--- src/rtl/aes_ctrl_pkg.sv ---
// aes_ctrl_pkg: shared state type, round-constant values and
// default round count for the AES round controller.
package aes_ctrl_pkg;

  localparam int NR_DEF = 10;

  localparam logic [7:0] RCON_INIT = 8'h01;
  localparam logic [7:0] RCON_POLY = 8'h1b;

  typedef enum logic [2:0] {
    IDLE,
    LOAD,
    ROUND,
    FINAL,
    DONE
  } ctrl_state_e;

  // GF(2^8) doubling used by the key expansion round constant.
  function automatic logic [7:0] xtime(input logic [7:0] b);
    logic [7:0] r;
    r = {b[6:0], 1'b0};
    if (b[7]) begin
      r = r ^ RCON_POLY;
    end
    return r;
  endfunction

endpackage

--- src/rtl/aes_round_ctrl_if.sv ---
// aes_round_ctrl_if: request/ack handshake plus the datapath
// control strobes of the AES round controller.
interface aes_round_ctrl_if;

  logic       start;
  logic       ack;
  logic       busy;
  logic       done;
  logic       ld_state;
  logic       ld_key;
  logic       state_en;
  logic       key_en;
  logic [3:0] round;
  logic       last_round;
  logic [7:0] rcon;

  // Requester / consumer side.
  modport master (
    output start,
    output ack,
    input  busy,
    input  done,
    input  ld_state,
    input  ld_key,
    input  state_en,
    input  key_en,
    input  round,
    input  last_round,
    input  rcon
  );

  // Controller side.
  modport slave (
    input  start,
    input  ack,
    output busy,
    output done,
    output ld_state,
    output ld_key,
    output state_en,
    output key_en,
    output round,
    output last_round,
    output rcon
  );

endinterface

--- src/rtl/aes_rcon_gen.sv ---
// aes_rcon_gen: round-constant register, reloaded to 0x01
// before round 1 and doubled in GF(2^8) after every round.
module aes_rcon_gen
  import aes_ctrl_pkg::*;
(
  input  logic       clk,
  input  logic       rst,
  input  logic       reload_i,
  input  logic       en_i,
  output logic [7:0] rcon_o
);

  logic [7:0] rcon_q;
  logic [7:0] rcon_d;

  // Next constant: reload has priority over the xtime step.
  always_comb begin
    rcon_d = rcon_q;
    if (reload_i) begin
      rcon_d = RCON_INIT;
    end else if (en_i) begin
      rcon_d = xtime(rcon_q);
    end
  end

  // Constant register, synchronous active-low reset.
  always_ff @(posedge clk) begin
    if (!rst) begin
      rcon_q <= RCON_INIT;
    end else begin
      rcon_q <= rcon_d;
    end
  end

  assign rcon_o = rcon_q;

endmodule

--- src/rtl/aes_round_ctrl.sv ---
// aes_round_ctrl: IDLE/LOAD/ROUND/FINAL/DONE sequencer for an
// iterative AES datapath. Define AES_ABORT_EN to add the abort port.
module aes_round_ctrl
  import aes_ctrl_pkg::*;
#(
  parameter int NR = NR_DEF
) (
  input  logic            clk,
  input  logic            rst,
`ifdef AES_ABORT_EN
  input  logic            abort,
`endif
  aes_round_ctrl_if.slave bus
);

  localparam logic [3:0] RND_LAST = 4'(NR - 1);
  localparam logic [3:0] RND_FIN  = 4'(NR);

  ctrl_state_e state_q;
  logic [3:0]  round_q;
  logic        busy_q;
  logic        done_q;
  logic        ld_state_q;
  logic        ld_key_q;
  logic        state_en_q;
  logic        key_en_q;
  logic        last_q;
  logic [7:0]  rcon_raw;
  logic        abort_hit;

`ifdef AES_ABORT_EN
  // Abort only counts while an operation is in flight.
  assign abort_hit = abort && busy_q;
`else
  assign abort_hit = 1'b0;
`endif

  // Sequencer with every output registered alongside the state.
  always_ff @(posedge clk) begin
    if (!rst || abort_hit) begin
      state_q    <= IDLE;
      round_q    <= '0;
      busy_q     <= 1'b0;
      done_q     <= 1'b0;
      ld_state_q <= 1'b0;
      ld_key_q   <= 1'b0;
      state_en_q <= 1'b0;
      key_en_q   <= 1'b0;
      last_q     <= 1'b0;
    end else begin
      unique case (state_q)
        IDLE: begin
          if (bus.start) begin
            state_q    <= LOAD;
            busy_q     <= 1'b1;
            ld_state_q <= 1'b1;
            ld_key_q   <= 1'b1;
            round_q    <= '0;
          end
        end
        LOAD: begin
          state_q    <= ROUND;
          ld_state_q <= 1'b0;
          ld_key_q   <= 1'b0;
          state_en_q <= 1'b1;
          key_en_q   <= 1'b1;
          round_q    <= 4'd1;
        end
        ROUND: begin
          if (round_q == RND_LAST) begin
            state_q <= FINAL;
            round_q <= RND_FIN;
            last_q  <= 1'b1;
          end else begin
            round_q <= round_q + 4'd1;
          end
        end
        FINAL: begin
          state_q    <= DONE;
          busy_q     <= 1'b0;
          state_en_q <= 1'b0;
          key_en_q   <= 1'b0;
          last_q     <= 1'b0;
          done_q     <= 1'b1;
          round_q    <= '0;
        end
        DONE: begin
          // ack wins over a simultaneous start.
          if (bus.ack) begin
            state_q <= IDLE;
            done_q  <= 1'b0;
          end
        end
        default: begin
          state_q    <= IDLE;
          round_q    <= '0;
          busy_q     <= 1'b0;
          done_q     <= 1'b0;
          ld_state_q <= 1'b0;
          ld_key_q   <= 1'b0;
          state_en_q <= 1'b0;
          key_en_q   <= 1'b0;
          last_q     <= 1'b0;
        end
      endcase
    end
  end

  aes_rcon_gen u_rcon (
    .clk      (clk),
    .rst      (rst),
    .reload_i (state_q == LOAD),
    .en_i     (key_en_q),
    .rcon_o   (rcon_raw)
  );

  assign bus.busy       = busy_q;
  assign bus.done       = done_q;
  assign bus.ld_state   = ld_state_q;
  assign bus.ld_key     = ld_key_q;
  assign bus.state_en   = state_en_q;
  assign bus.key_en     = key_en_q;
  assign bus.round      = round_q;
  assign bus.last_round = last_q;
  // Constant is only meaningful while rounds run.
  assign bus.rcon       = state_en_q ? rcon_raw : 8'h00;

endmodule

--- src/flat_wrapper.sv ---
// flat-port wrapper written by rule: the top's interface ports become plain ports
module aes_round_ctrl_flat import aes_ctrl_pkg::*;
#(
  parameter int NR = NR_DEF
)
  (clk, rst, bus_start, bus_ack, bus_busy, bus_done, bus_ld_state, bus_ld_key, bus_state_en, bus_key_en, bus_round, bus_last_round, bus_rcon);
  aes_round_ctrl_if bus_i ();
  input  logic clk;
  input  logic rst;
  input wire logic [$bits(bus_i.start)-1:0] bus_start;
  input wire logic [$bits(bus_i.ack)-1:0] bus_ack;
  output wire logic [$bits(bus_i.busy)-1:0] bus_busy;
  output wire logic [$bits(bus_i.done)-1:0] bus_done;
  output wire logic [$bits(bus_i.ld_state)-1:0] bus_ld_state;
  output wire logic [$bits(bus_i.ld_key)-1:0] bus_ld_key;
  output wire logic [$bits(bus_i.state_en)-1:0] bus_state_en;
  output wire logic [$bits(bus_i.key_en)-1:0] bus_key_en;
  output wire logic [$bits(bus_i.round)-1:0] bus_round;
  output wire logic [$bits(bus_i.last_round)-1:0] bus_last_round;
  output wire logic [$bits(bus_i.rcon)-1:0] bus_rcon;
  assign bus_i.start = bus_start;
  assign bus_i.ack = bus_ack;
  assign bus_busy = bus_i.busy;
  assign bus_done = bus_i.done;
  assign bus_ld_state = bus_i.ld_state;
  assign bus_ld_key = bus_i.ld_key;
  assign bus_state_en = bus_i.state_en;
  assign bus_key_en = bus_i.key_en;
  assign bus_round = bus_i.round;
  assign bus_last_round = bus_i.last_round;
  assign bus_rcon = bus_i.rcon;
  aes_round_ctrl #(.NR(NR)) u_core (.clk(clk), .rst(rst), .bus(bus_i));
endmodule
--- config.mk ---
export PLATFORM = sky130hd
export DESIGN_NAME = aes_round_ctrl_flat
export DESIGN_NICKNAME = d
export VERILOG_FILES = /design/src/rtl/aes_ctrl_pkg.sv /design/src/rtl/aes_round_ctrl_if.sv /design/src/rtl/aes_rcon_gen.sv /design/src/rtl/aes_round_ctrl.sv /design/src/flat_wrapper.sv
export SDC_FILE = /design/constraint.sdc
export NUM_CORES = 1
export LEC_CHECK = 0
export CAP_MARGIN = 25
export CORE_MARGIN = 2
export CORE_UTILIZATION = 50
export DETAILED_ROUTE_END_ITERATION = 8
export GPL_ROUTABILITY_DRIVEN = 0
export HOLD_SLACK_MARGIN = 0.08
export PLACE_DENSITY = 0.81
export REMOVE_ABC_BUFFERS = 1
export SLEW_MARGIN = 20
export SYNTH_ARGS = -nofsm -noshare
export SYNTH_HDL_FRONTEND = slang
export SYNTH_SLANG_ARGS = --single-unit
--- constraint.sdc ---
create_clock -name clk -period 2.9 [get_ports clk]
set_clock_uncertainty 0.1 [all_clocks]
set_input_delay 0.58 -clock clk [delete_from_list [all_inputs] [get_ports clk]]
set_output_delay 0.58 -clock clk [all_outputs]
set_load 0.005 [all_outputs]
## After elaboration in Yosys (flattened, before gate mapping)

Index checks and enable logic that the tools add are counted.

| word-level totals | value |
|---|---|
| input port bits | 4 |
| bits in registers | 20 |
| output and inout bits | 19 |
| word-level logic and storage cells | 54 |

| operators by class | value |
|---|---|
| bitwise operators | 7 |
| eq/ne operators | 8 |
| reduce and logical (&&, ||, !) cells | 13 |
| mux-type cells | 17 |
| $add $sub $neg | 1 |

Operators by type and width:

| kind | number |
|---|---|
| $pmux 4 s4 | 1 |
| $pmux 3 s5 | 1 |
| $reduce_or 3->1 | 5 |
| $reduce_and 2->1 | 5 |
| $mux 3 | 3 |
| $mux 4 | 2 |
| $mux 8 | 1 |
| $pmux 1 s2 | 4 |
| $eq 3x2->1 const B | 2 |
| $not 1->1 | 6 |
| $mux 5 | 1 |
| $add 4x1->4 const B | 1 |
| $eq 4x4->1 const B | 1 |
| $ne 2x2->1 const B | 2 |
| $not 4->4 | 1 |
| $eq 3x1->1 const B | 1 |
| $eq 3x3->1 const B | 1 |
| $logic_not 3->1 | 1 |
| $mux 1 | 3 |
| $pmux 1 s3 | 1 |
| $reduce_and 3->1 | 1 |
| $ne 2x1->1 const B | 1 |
| $reduce_or 2->1 | 1 |

## Longest topological paths before layout

| depth | value |
|---|---|
| word-level depth | 4 |
| gate-level depth with buffers | 6 |
| gate-level depth less buffers | 6 |

## Modules after synthesis

Synthesis repeated with hierarchy kept, for this count alone.

| second synthesis, totals | value |
|---|---|
| cells, all modules | 111 |
| area total of the unflattened synthesis | 1046.0 um^2 |

By module, submodules not included:

| module | sequential area each (um^2) | times used | cells each | area each (um^2) |
|---|---|---|---|---|
| aes_round_ctrl | 240.2 | 1 | 80 | 710.7 |
| aes_rcon_gen | 160.2 | 1 | 31 | 335.3 |

## Worst setup path after synthesis

OpenSTA, ideal clock, no wires.

| timing path | value |
|---|---|
| kind | flip-flop to output port |
| start | reg u_core.state_en_q, in the netlist u_core.bus.state_en |
| end | out bus_rcon[0] |
| setup slack | 1.380 ns |
| buffers on the path | 1 |
| cell stages (with the launch flop) | 3 |
| data arrival time | 0.840 ns |
| data required time | 2.220 ns |
| cell sequence | dfxtp_1 > clkbuf_1 > and2_1 |

| on the way | value |
|---|---|
| cells in the longest elaborated chain, start to end | 1 |

RTL lines:

| item | RTL line | RTL |
|---|---|---|
| start: declaration | aes_round_ctrl.sv:25 | `logic state_en_q;` |
| start signal: assignment | aes_round_ctrl.sv:47 | `state_en_q <= 1'b0;` |
| start signal: assignment | aes_round_ctrl.sv:65 | `state_en_q <= 1'b1;` |
| start signal: assignment | aes_round_ctrl.sv:81 | `state_en_q <= 1'b0;` |
| $mux 8 | aes_round_ctrl.sv:126 | `assign bus.rcon = state_en_q ? rcon_raw : 8'h00;` |
| end: declaration | flat_wrapper.sv:20 | `output wire logic [$bits(bus_i.rcon)-1:0] bus_rcon;` |

Every way passes these cells.

## Final worst setup path

| timing path | value |
|---|---|
| start | reg u_core.state_en_q, in the netlist u_core.bus.state_en |
| end | out bus_rcon[7] |

The elaborated chain is that of the path after synthesis.

==> impl_metrics.py <==
metrics = {
    "synth": {
        "synth_edf_count": 0,
        "ys_top_cells_by_area": "dfxtp_1, a21oi_1, nor2_1",
        "syn-instance-count": 109,
        "synthArstFlopShare": 0,
        "syn_area_um2": 906,
        "synth.most_common_cell": "dfxtp_1",
        "syn_area_per_cell_um2": 8.31,
        "yosysUniqueCellTypes": 29,
        "ys_seq_area_frac": 0.442,
        "synth.ff_latch_count": 20,
        "synth_top_area_share": 0.442,
        "synthFlopType": "dfxtp_1",
        "synth_top_area_cell": "dfxtp_1",
        "synth_common_cells": "dfxtp_1, nor2_1, a21oi_1, and2_1",
        "ys_warn_count": 0,
    },
    "final_layout": {
        "fin_nets": 136,
        "finish.utilization": 0.678,
        "num_antenna_cells": 0,
        "drive_above_1_share": 0.0388,
        "syn2layout_area_growth_pct": 27.9,
    },
    "critical_path": {
        "r2r_end": "u_core.bus.round[3]$_SDFFE_PN0P_",
        "cp_cell_sequence": "and2_1 -> clkdlybuf4s50_1",
        "critPathMaxFanout": 18,
        "start_kind": "flip-flop",
        "end_kind": "output port",
        "required_ps": 2220,
        "slowest_stage": "dfxtp_1",
        "crit_type": "reg2out",
        "max_stage_delay_ps": 630,
        "r2r-start": "u_core.state_q[1]$_SDFFE_PN0P_",
        "rr_worst_depth": 3,
        "r2r_slack_ps": 1260,
        "cp.arrival_ps": 1650,
    },
    "grt": {
        "grt_util_all_layers": 0.177,
        "grt_pass1_wl_um": 2700,
        "grt-ovfl-total": 0,
        "grt_pass1_vias": 628,
        "grt_antenna_before_repair": 0,
        "grt_max_degree": 19,
    },
    "detailed_routing": {
        "wirelength_um": 1700,
        "drc": 0,
        "routed-via-count": 781,
        "first_pass_iters": 4,
        "wl_per_cell_um": 11.0,
        "drt_iter0_drc": 5,
        "viasPerCell": 5.07,
        "ant_nets": 0,
    },
    "clock_network": {
        "cts_tree": "built",
        "clk_pin_slew_ps": 110,
        "ctsHtreeMaxLevel": 1,
        "clockRootBuffer": "clkbuf_4",
        "cts_buffers": 3,
        "hold_buffers": 0,
        "post_cts.repair.setup_buffers": 0,
        "clock_latency_ps": 290,
        "cts_sinks": 20,
        "cts-resized-gates": 0,
        "clock_path_buffers": 2,
    },
    "timing": {
        "finalSetupViolCount": 0,
        "timing.final.crit_share": 0.802,
        "max_slew.worst_pin.slew_ps": 467,
        "max_freq_mhz": 430,
        "hold_viol": 0,
        "slew_viol_final": 0,
        "relSlewSlack": 0.688,
        "layout_min_cycle_time_ps": 2330,
        "whs_ps": 389,
        "rsz0062_at_grt": "no",
        "finalSetupTns_ps": 0,
    },
    "power_and_ir_drop": {
        "irDropWorstVdd_v": 0.000450,
        "p_leak_nw": 0.413,
        "p_per_area_nw_per_um2": 720,
        "fin_total_pwr_mw": 0.834,
    },
    "min_path": {
        "min-delay-start": "u_core.u_rcon.rcon_o[1]$_SDFFE_PP0P_",
        "worstHoldPathType": "reg2reg",
        "min_to": "u_core.u_rcon.rcon_o[1]$_SDFFE_PP0P_",
        "worstHoldPathCells": 2,
    },
    "run": {
        "maxCapViolCount": 0,
    },
    "floorplan": {
        "die_w_um": 46.6,
        "pin_count": 23,
        "core.rowCount": 15,
        "start_util": 0.530,
        "die_h_um": 46.6,
        "die_area_um2": 2170,
        "core_um2": 1710,
    },
    "place": {
        "hpwlAfterDp_um": 1240,
        "io_buffers": 22,
    },
    "outcome": {
        "status": "finished clean",
    },
}
-- layout make-up --
class | instances | area, um^2
Inverter | 4 | 15.0
Tap cell | 25 | 31.3
Multi-Input combinational cell | 79 | 455
Clock buffer | 4 | 36.3
Sequential cell | 20 | 400
Timing Repair Buffer | 22 | 220
Fill cell | 136 | 549
-- power by group --
part	total [mW]	switching [mW]	internal [mW]	leakage [nW]
logic	0.272	0.120	0.152	0.229
registers	0.406	0.0791	0.327	0.163
clock network	0.156	0.0797	0.0764	0.0210
-- sequential cells by signal, summed over array words and instances, names as in the netlist --
signal	cells
u_core.bus.last_round	1
u_core.bus.state_en	1
u_core.bus.ld_state	1
u_core.bus.done	1
u_core.state_q	3
u_core.bus.busy	1
u_core.u_rcon.rcon_o	8
u_core.bus.round	4
-- through the flow --
step	worst slack (ps)	instance area (um^2)	cells
final	574	1160	154
after global placement	935	1120	150
after floorplan	1400	871	103
after global routing	457	1160	154
after detailed placement	903	1120	150
after CTS	563	1160	154
-- per-layer routing --
| layer | vias to the layer above | global-route usage | share of wire | routed length [um] |
|---|---|---|---|---|
| met3 | 2 | 0.0353 | 0.037 | 63 |
| li1 | 415 | - | - | - |
| met2 | 15 | 0.275 | 0.47 | 802 |
| met4 | 0 | 0.0857 | 0.012 | 21 |
| met1 | 349 | 0.231 | 0.48 | 811 |
| met5 | - | 0 | 0 | 0 |
-- worst max-delay path by stage --
stage                                          start                               end  depth (start not counted)
detailed placement  u_core.bus.state_en$_SDFFE_PN0N_                       bus_rcon[7]                          2
CTS                 u_core.bus.state_en$_SDFFE_PN0N_                       bus_rcon[7]                          2
finish              u_core.bus.state_en$_SDFFE_PN0N_                       bus_rcon[7]                          2
floorplan             u_core.state_q[1]$_SDFFE_PN0P_  u_core.bus.round[3]$_SDFFE_PN0P_                          3
global route        u_core.bus.state_en$_SDFFE_PN0N_                       bus_rcon[1]                          2
global placement    u_core.bus.state_en$_SDFFE_PN0N_                       bus_rcon[1]                          2
-- critical path: cells and delay by family, from the launching register on --
family | cells | cell delay [ps]
buffers and inverters | 1 | 500
DFF | 1 | 630
and+or+nand+nor | 1 | 230
-- cells in the final DEF, fill, tap and decap left out, drive strengths merged --
master,n
clkdlybuf4s50,22
dfxtp,20
nor2,17
a21oi,13
and2,8
nand2,5
nor2b,5
xnor2,4
o21ai,4
clkbuf,4
inv,3
a211oi,3
nand2b,3
nor3,2
a31oi,2
ha,2
clkinv,1
a22oi,1
nand3b,1
or3b,1
or2,1
a211o,1
nor3b,1
o22ai,1
a32o,1
nand3,1
or3,1
nor4,1
-- kinds of logic (layout without fill, tap and decap cells) --
group	Yosys count	after routing	synth area share
AO/OA/AOI/OAI	26	26	0.169
XOR/XNOR	4	4	0.0387
adder cells (fa/ha/maj)	2	2	0.0276
buffers and inverters	10	30	0.0552
flip-flops	20	20	0.442
AND/OR/NAND/NOR	47	47	0.268
No activity file was read; power rests on OpenSTA's default activity.
